### src/rtl/sha1_pkg.sv
// Shared SHA-1 definitions: round/group constants, K and initial H values,
// controller state encoding and small bit helpers.
package sha1_pkg;

   localparam int SHA1_ROUNDS      = 80;
   localparam int SHA1_GROUP_LEN   = 20;
   localparam int SHA1_SCHED_DEPTH = 16;

   localparam logic [31:0] SHA1_K0 = 32'h5a827999;
   localparam logic [31:0] SHA1_K1 = 32'h6ed9eba1;
   localparam logic [31:0] SHA1_K2 = 32'h8f1bbcdc;
   localparam logic [31:0] SHA1_K3 = 32'hca62c1d6;

   localparam logic [31:0] SHA1_H0 = 32'h67452301;
   localparam logic [31:0] SHA1_H1 = 32'hefcdab89;
   localparam logic [31:0] SHA1_H2 = 32'h98badcfe;
   localparam logic [31:0] SHA1_H3 = 32'h10325476;
   localparam logic [31:0] SHA1_H4 = 32'hc3d2e1f0;

   typedef enum logic [1:0] {
      IDLE = 2'd0,
      FEED = 2'd1,
      RUN  = 2'd2,
      DONE = 2'd3
   } sha1State_t;

   // Rotate a word left by one bit.
   function automatic logic [31:0] rotl1(input logic [31:0] x);
      return {x[30:0], x[31]};
   endfunction

   // Map a round index onto its K/function group.
   function automatic logic [1:0] opSelOf(input logic [6:0] rnd);
      logic [1:0] grp;
      if (rnd < 7'(SHA1_GROUP_LEN)) begin
         grp = 2'd0;
      end else if (rnd < 7'(2 * SHA1_GROUP_LEN)) begin
         grp = 2'd1;
      end else if (rnd < 7'(3 * SHA1_GROUP_LEN)) begin
         grp = 2'd2;
      end else begin
         grp = 2'd3;
      end
      return grp;
   endfunction

endpackage

### src/rtl/sha1_w_sched.sv
// SHA-1 message schedule: 16-entry circular buffer holding the last sixteen
// W words. The expansion taps t-3, t-8, t-14 and t all live at fixed offsets
// from the current slot, so a 4-bit index wraps for free.
module sha1_w_sched
   import sha1_pkg::*;
(
   input  logic        clk,
   input  logic        reset,
   input  logic [3:0]  roundIdx,
   input  logic [31:0] loadWord,
   input  logic        load,
   input  logic        advance,
   output logic [31:0] w
);

   logic [31:0] buffer [SHA1_SCHED_DEPTH];
   logic [3:0]  tap3;
   logic [3:0]  tap8;
   logic [3:0]  tap14;
   logic [31:0] expandW;

   // Expansion taps and the next schedule word, purely from buffer contents.
   always_comb begin
      tap3    = roundIdx - 4'd3;
      tap8    = roundIdx - 4'd8;
      tap14   = roundIdx - 4'd14;
      expandW = rotl1(buffer[tap3] ^ buffer[tap8] ^ buffer[tap14] ^ buffer[roundIdx]);
   end

   assign w = expandW;

   // Buffer write port: streamed words during load, expanded words afterwards.
   always_ff @(posedge clk or posedge reset) begin
      if (reset) begin
         for (int i = 0; i < SHA1_SCHED_DEPTH; i++) begin
            buffer[i] <= 32'h0;
         end
      end else if (load) begin
         buffer[roundIdx] <= loadWord;
      end else if (advance) begin
         buffer[roundIdx] <= expandW;
      end
   end

endmodule

### src/rtl/sha1_round_ctrl.sv
// SHA-1 round sequencer: accepts 16 streamed message words, issues one feed
// cycle and 80 next cycles with the schedule word and round group, then
// pulses done. Optional build macro SHA1_CTRL_ABORT_EN adds an abort input
// that returns any non-idle state to IDLE on the next edge.
module sha1_round_ctrl
   import sha1_pkg::*;
(
   input  logic        clk,
   input  logic        reset,
`ifdef SHA1_CTRL_ABORT_EN
   input  logic        abort,
`endif
   input  logic        start,
   input  logic        msg_valid,
   output logic        msg_ready,
   input  logic [31:0] msg_word,
   output logic        feed,
   output logic        next,
   output logic [1:0]  op_sel,
   output logic [31:0] w,
   output logic [6:0]  round,
   output logic        busy,
   output logic        done
);

   localparam logic [6:0] LAST_ROUND = 7'(SHA1_ROUNDS - 1);
   localparam logic [6:0] LOAD_ROUNDS = 7'(SHA1_SCHED_DEPTH);

   sha1State_t  stateReg;
   sha1State_t  stateRaw;
   sha1State_t  stateNext;
   logic [6:0]  roundReg;
   logic [6:0]  roundRaw;
   logic [6:0]  roundNext;
   logic        schedLoad;
   logic        schedAdvance;
   logic [31:0] schedW;
   logic        cancel;

   sha1_w_sched uSched (
      .clk      (clk),
      .reset    (reset),
      .roundIdx (roundReg[3:0]),
      .loadWord (msg_word),
      .load     (schedLoad),
      .advance  (schedAdvance),
      .w        (schedW)
   );

   // Abort request, only meaningful outside IDLE (start wins in IDLE).
   always_comb begin
`ifdef SHA1_CTRL_ABORT_EN
      cancel = abort && (stateReg != IDLE);
`else
      cancel = 1'b0;
`endif
   end

   // Next-state, round counter and per-state datapath controls.
   always_comb begin
      stateRaw     = stateReg;
      roundRaw     = roundReg;
      feed         = 1'b0;
      next         = 1'b0;
      msg_ready    = 1'b0;
      schedLoad    = 1'b0;
      schedAdvance = 1'b0;
      w            = 32'h0;
      case (stateReg)
         IDLE: begin
            if (start) begin
               stateRaw = FEED;
            end else begin
               stateRaw = IDLE;
            end
         end
         FEED: begin
            feed     = 1'b1;
            stateRaw = RUN;
         end
         RUN: begin
            if (roundReg < LOAD_ROUNDS) begin
               // Message words pass straight through while they are loaded.
               msg_ready = 1'b1;
               next      = msg_valid;
               w         = msg_word;
               schedLoad = msg_valid;
               if (msg_valid) begin
                  roundRaw = roundReg + 7'd1;
               end else begin
                  roundRaw = roundReg;
               end
            end else begin
               next         = 1'b1;
               w            = schedW;
               schedAdvance = 1'b1;
               if (roundReg == LAST_ROUND) begin
                  stateRaw = DONE;
                  roundRaw = roundReg;
               end else begin
                  roundRaw = roundReg + 7'd1;
               end
            end
         end
         DONE: begin
            stateRaw = IDLE;
            roundRaw = 7'd0;
         end
         default: begin
            stateRaw = IDLE;
            roundRaw = 7'd0;
         end
      endcase
      stateNext = cancel ? IDLE : stateRaw;
      roundNext = cancel ? 7'd0 : roundRaw;
   end

   // State and round registers.
   always_ff @(posedge clk or posedge reset) begin
      if (reset) begin
         stateReg <= IDLE;
         roundReg <= 7'd0;
      end else begin
         stateReg <= stateNext;
         roundReg <= roundNext;
      end
   end

   // Status outputs decoded straight from the registers.
   always_comb begin
      busy   = (stateReg != IDLE);
      done   = (stateReg == DONE);
      round  = roundReg;
      op_sel = opSelOf(roundReg);
   end

endmodule
### config.mk
export PLATFORM = sky130hd
export DESIGN_NAME = sha1_round_ctrl
export DESIGN_NICKNAME = d
export VERILOG_FILES = /design/src/rtl/sha1_pkg.sv /design/src/rtl/sha1_w_sched.sv /design/src/rtl/sha1_round_ctrl.sv
export SDC_FILE = /design/constraint.sdc
export NUM_CORES = 2
export LEC_CHECK = 0
export ABC_AREA = 1
export BUFFER_PORTS_ARGS = -buffer_cell sky130_fd_sc_hd__buf_4
export CORE_MARGIN = 8
export CORE_UTILIZATION = 60
export DETAILED_ROUTE_END_ITERATION = 6
export PLACE_DENSITY = 0.77
export SYNTH_ARGS = -nofsm -noshare
export SYNTH_HDL_FRONTEND = slang
export SYNTH_SLANG_ARGS = --single-unit
### constraint.sdc
create_clock -name clk -period 40.2 [get_ports clk]
set_input_delay 4.02 -clock clk [delete_from_list [all_inputs] [get_ports clk]]
set_output_delay 4.02 -clock clk [all_outputs]
set_load 0.005 [all_outputs]
==> flow_summary.yaml <==
run_status:
  status: "finished with violations"
  violations: "design-rule violations"
flow_run:
  max_cap_viol_count: 0
route:
  remaining_drc_errors: 2
  drt_iter0_drc: 5602
  first_pass_iters: 7
  drtAntennaViolNets: 0
  vias: 44600
  wl_per_cell_um: 20.5
  wl_um: 151000
  vias_per_cell: 6.05
synth:
  synth_cells: 6706
  synth_edf_count: 0
  synthArstFlopShare: 1.00
  synth.cell_area_um2: 40700
  ys.flop_type: "dfrtp_1"
  syn-mean-instance-area_um2: 6.06
  yosysUniqueCellTypes: 38
  syn_nets: 6753
  ys_warn_count: 0
  synth-seq-cells: 521
  ys_seq_area_frac: 0.321
grt:
  grt_max_degree: 215
  antenna_found_initial: 3
  grt_usage: 0.379
  grt-ovfl-total: 0
  grt_pass1_vias: 41000
  grt_pass1_wl_um: 231000
setup_path:
  worstPathArrival_ps: 6230
  slowest_stage: "dfrtp_4"
  timing.critical_path.buf_inv: 4
  required_ps: 36180
  critical_path.max_fanout: 99
  r2r_slack_ps: 34500
  r2r_cells: 15
  cp_top_family: "buffers and inverters"
  timing.rr.end: "uSched.buffer[482]$_DFFE_PP0P_"
  r2r_start: "round[1]$_DFFE_PP0P_"
  crit_type: "flip-flop to primary output"
  cp-start-kind: "flip-flop"
  worstPathCellList: "inv_6 -> ha_4 -> inv_6 -> buf_4 -> o211ai_1 -> nand3_1 -> nand3_1 -> nand2_1 -> nand2_1 -> nand3_1 -> nand2_1 -> o21ai_0 -> buf_4"
  cpPeakStageDelay_ps: 1050
  setup.worst_path.end_class: "primary output"
  path_depth: 13
placement:
  portBuffers: 81
  gp_congestion: 0.912
  place_inst: 7247
  hpwl_um: 81200
die:
  die-area_um2: 76400
  row_count: 95
  fp.dieW_um: 276
  core_um2: 67200
  start_util: 0.605
  boundaryPins: 82
  die_y_um: 276
cts:
  clock_path_buffers: 3
  clockRootBuffer: "clkbuf_16"
  holdBufCountCts: 0
  clk_pin_slew_ps: 70
  cts_tree: "done"
  clk_latency_ps: 660
  clock-sinks: 521
  numCtsBuffers: 61
  post_cts_resize_count: 0
  cts.htree.levels: 2
  post-cts-setup-buffers: 0
hold_path:
  holdPathEnd: "uSched.buffer[97]$_DFFE_PP0P_"
  hold_start: "uSched.buffer[97]$_DFFE_PP0P_"
  hold_path.class: "flip-flop to flip-flop"
  min_delay_path_depth: 2
finish:
  final_cells: 7363
  area_growth_pct: 5.05
  final_nets: 6484
  drive_gt1_frac: 0.0523
timing:
  post-route-period-util: 0.255
  final-max-slew-violation-count: 0
  rsz0062_at_grt: "false"
  whs_ps: 486
  fmax_mhz: 97.6
  setup_viol_count_final: 0
  slew_headroom: 0.174
  period_needed_ps: 10250
  hold_violations: 0
  tightest_slew_ps: 1240
  clock_skew_ps: 30.6
  tns_ps: 0
[layer usage]
metal / part of all wire / global-route usage / up-vias
met5: 0.00052 / 0.00128 / -
met4: 0.071 / 0.239 / 10
met3: 0.13 / 0.0887 / 693
met2: 0.43 / 0.587 / 2900
met1: 0.37 / 0.474 / 20200
li1: - / - / 20800
[flip-flops by register name (all words and copies together), names as in the netlist]
signal and count:
uSched.buffer 512, stateReg 2, round 7
[cell usage in the layout (no fill, tap or decap), drive strengths merged]
cell type  synthesis  routed
o21a               2       2
clkinvlp           0       1
dfrtp            521     521
bufinv             0       5
clkbuf           191      88
nand2           2429    2429
o22ai              3       3
a21boi           286     286
nor3b              1       1
nand4              3       3
nor3               4       4
inv              628     630
xnor2              1       1
xor2               2       2
a21oi            296     296
clkinv             9      25
diode              0       4
o21ai            411     411
a22oi              1       1
or2                1       1
ha                11      11
nand3            931     931
buf              274     133
o211ai            72      72
nor2             629     629
[metrics by stage]
step,cell area (um^2),setup WS (ps),utilization
finish,42700,29950,0.636
global route,42700,29870,0.636
CTS,42700,30260,0.636
detailed placement,40600,30670,0.605
global placement,40600,30700,0.605
floorplan,40700,21630,-
[cell usage after synthesis (35+ instances only)]
| library cell | instances | area (um^2) |
|---|---|---|
| a21boi_1 | 121 | 908 |
| inv_1 | 627 | 2350 |
| buf_6 | 46 | 518 |
| nor2_1 | 627 | 2350 |
| dfrtp_1 | 521 | 13000 |
| nand2_2 | 35 | 219 |
| nand2_1 | 2393 | 8980 |
| a21boi_0 | 155 | 1160 |
| buf_1 | 48 | 180 |
| nand3_1 | 923 | 4620 |
| o211ai_1 | 68 | 510 |
| o21ai_0 | 312 | 1560 |
| a21oi_1 | 295 | 1480 |
| o21ai_1 | 99 | 495 |
| clkbuf_1 | 191 | 717 |
| buf_2 | 152 | 761 |
[logic make-up (layout without fill, tap and decap cells)]
kind of cell    after synthesis  count (layout)  share of synthesized area
compound gates             1071            1071                      0.156
xor+xnor                      3               3                   0.000831
fa+ha+maj                    11              11                    0.00338
buf+inv                    1102             882                      0.118
flops                       521             521                      0.321
other cells                   0               4                          0
simple gates               3998            3998                      0.402
[area by class of cell]
class / count / area, um^2
tap: 873 / 1090
inverter: 637 / 2430
timing repair buffer: 133 / 1050
sequential: 521 / 13000
clock buffer: 88 / 1800
antenna: 4 / 10.0
fill: 6298 / 24400
clock inverter: 24 / 263
multi-input combinational: 5083 / 23000
[worst reg2reg max path, cell delays in order (launching register included)]
cell and delay [ps]:
dfrtp_4 1050, inv_6 560, ha_4 490, buf_4 840, buf_4 900, o211ai_1 230, nand3_1 160, nand2_1 60
nand2_1 60, nand2_1 50, nand2_1 110, nand3_1 490, nand2_1 290, nand2_1 130, nand2_1 110, nand2_1 50
[worst max-delay path by stage]
stage / startpoint / endpoint / slack (ps)
finish: round[1]$_DFFE_PP0P_ / w[28] / 29950
global route: round[1]$_DFFE_PP0P_ / w[2] / 29870
CTS: round[1]$_DFFE_PP0P_ / w[2] / 30260
detailed placement: msg_valid / next / 30670
global placement: msg_valid / next / 30700
floorplan: reset / round[0]$_DFFE_PP0P_ / 21630
Power is left out: the tool's default activity adds up to more than one toggle a clock period on the data nets, which glitch-free logic cannot reach.
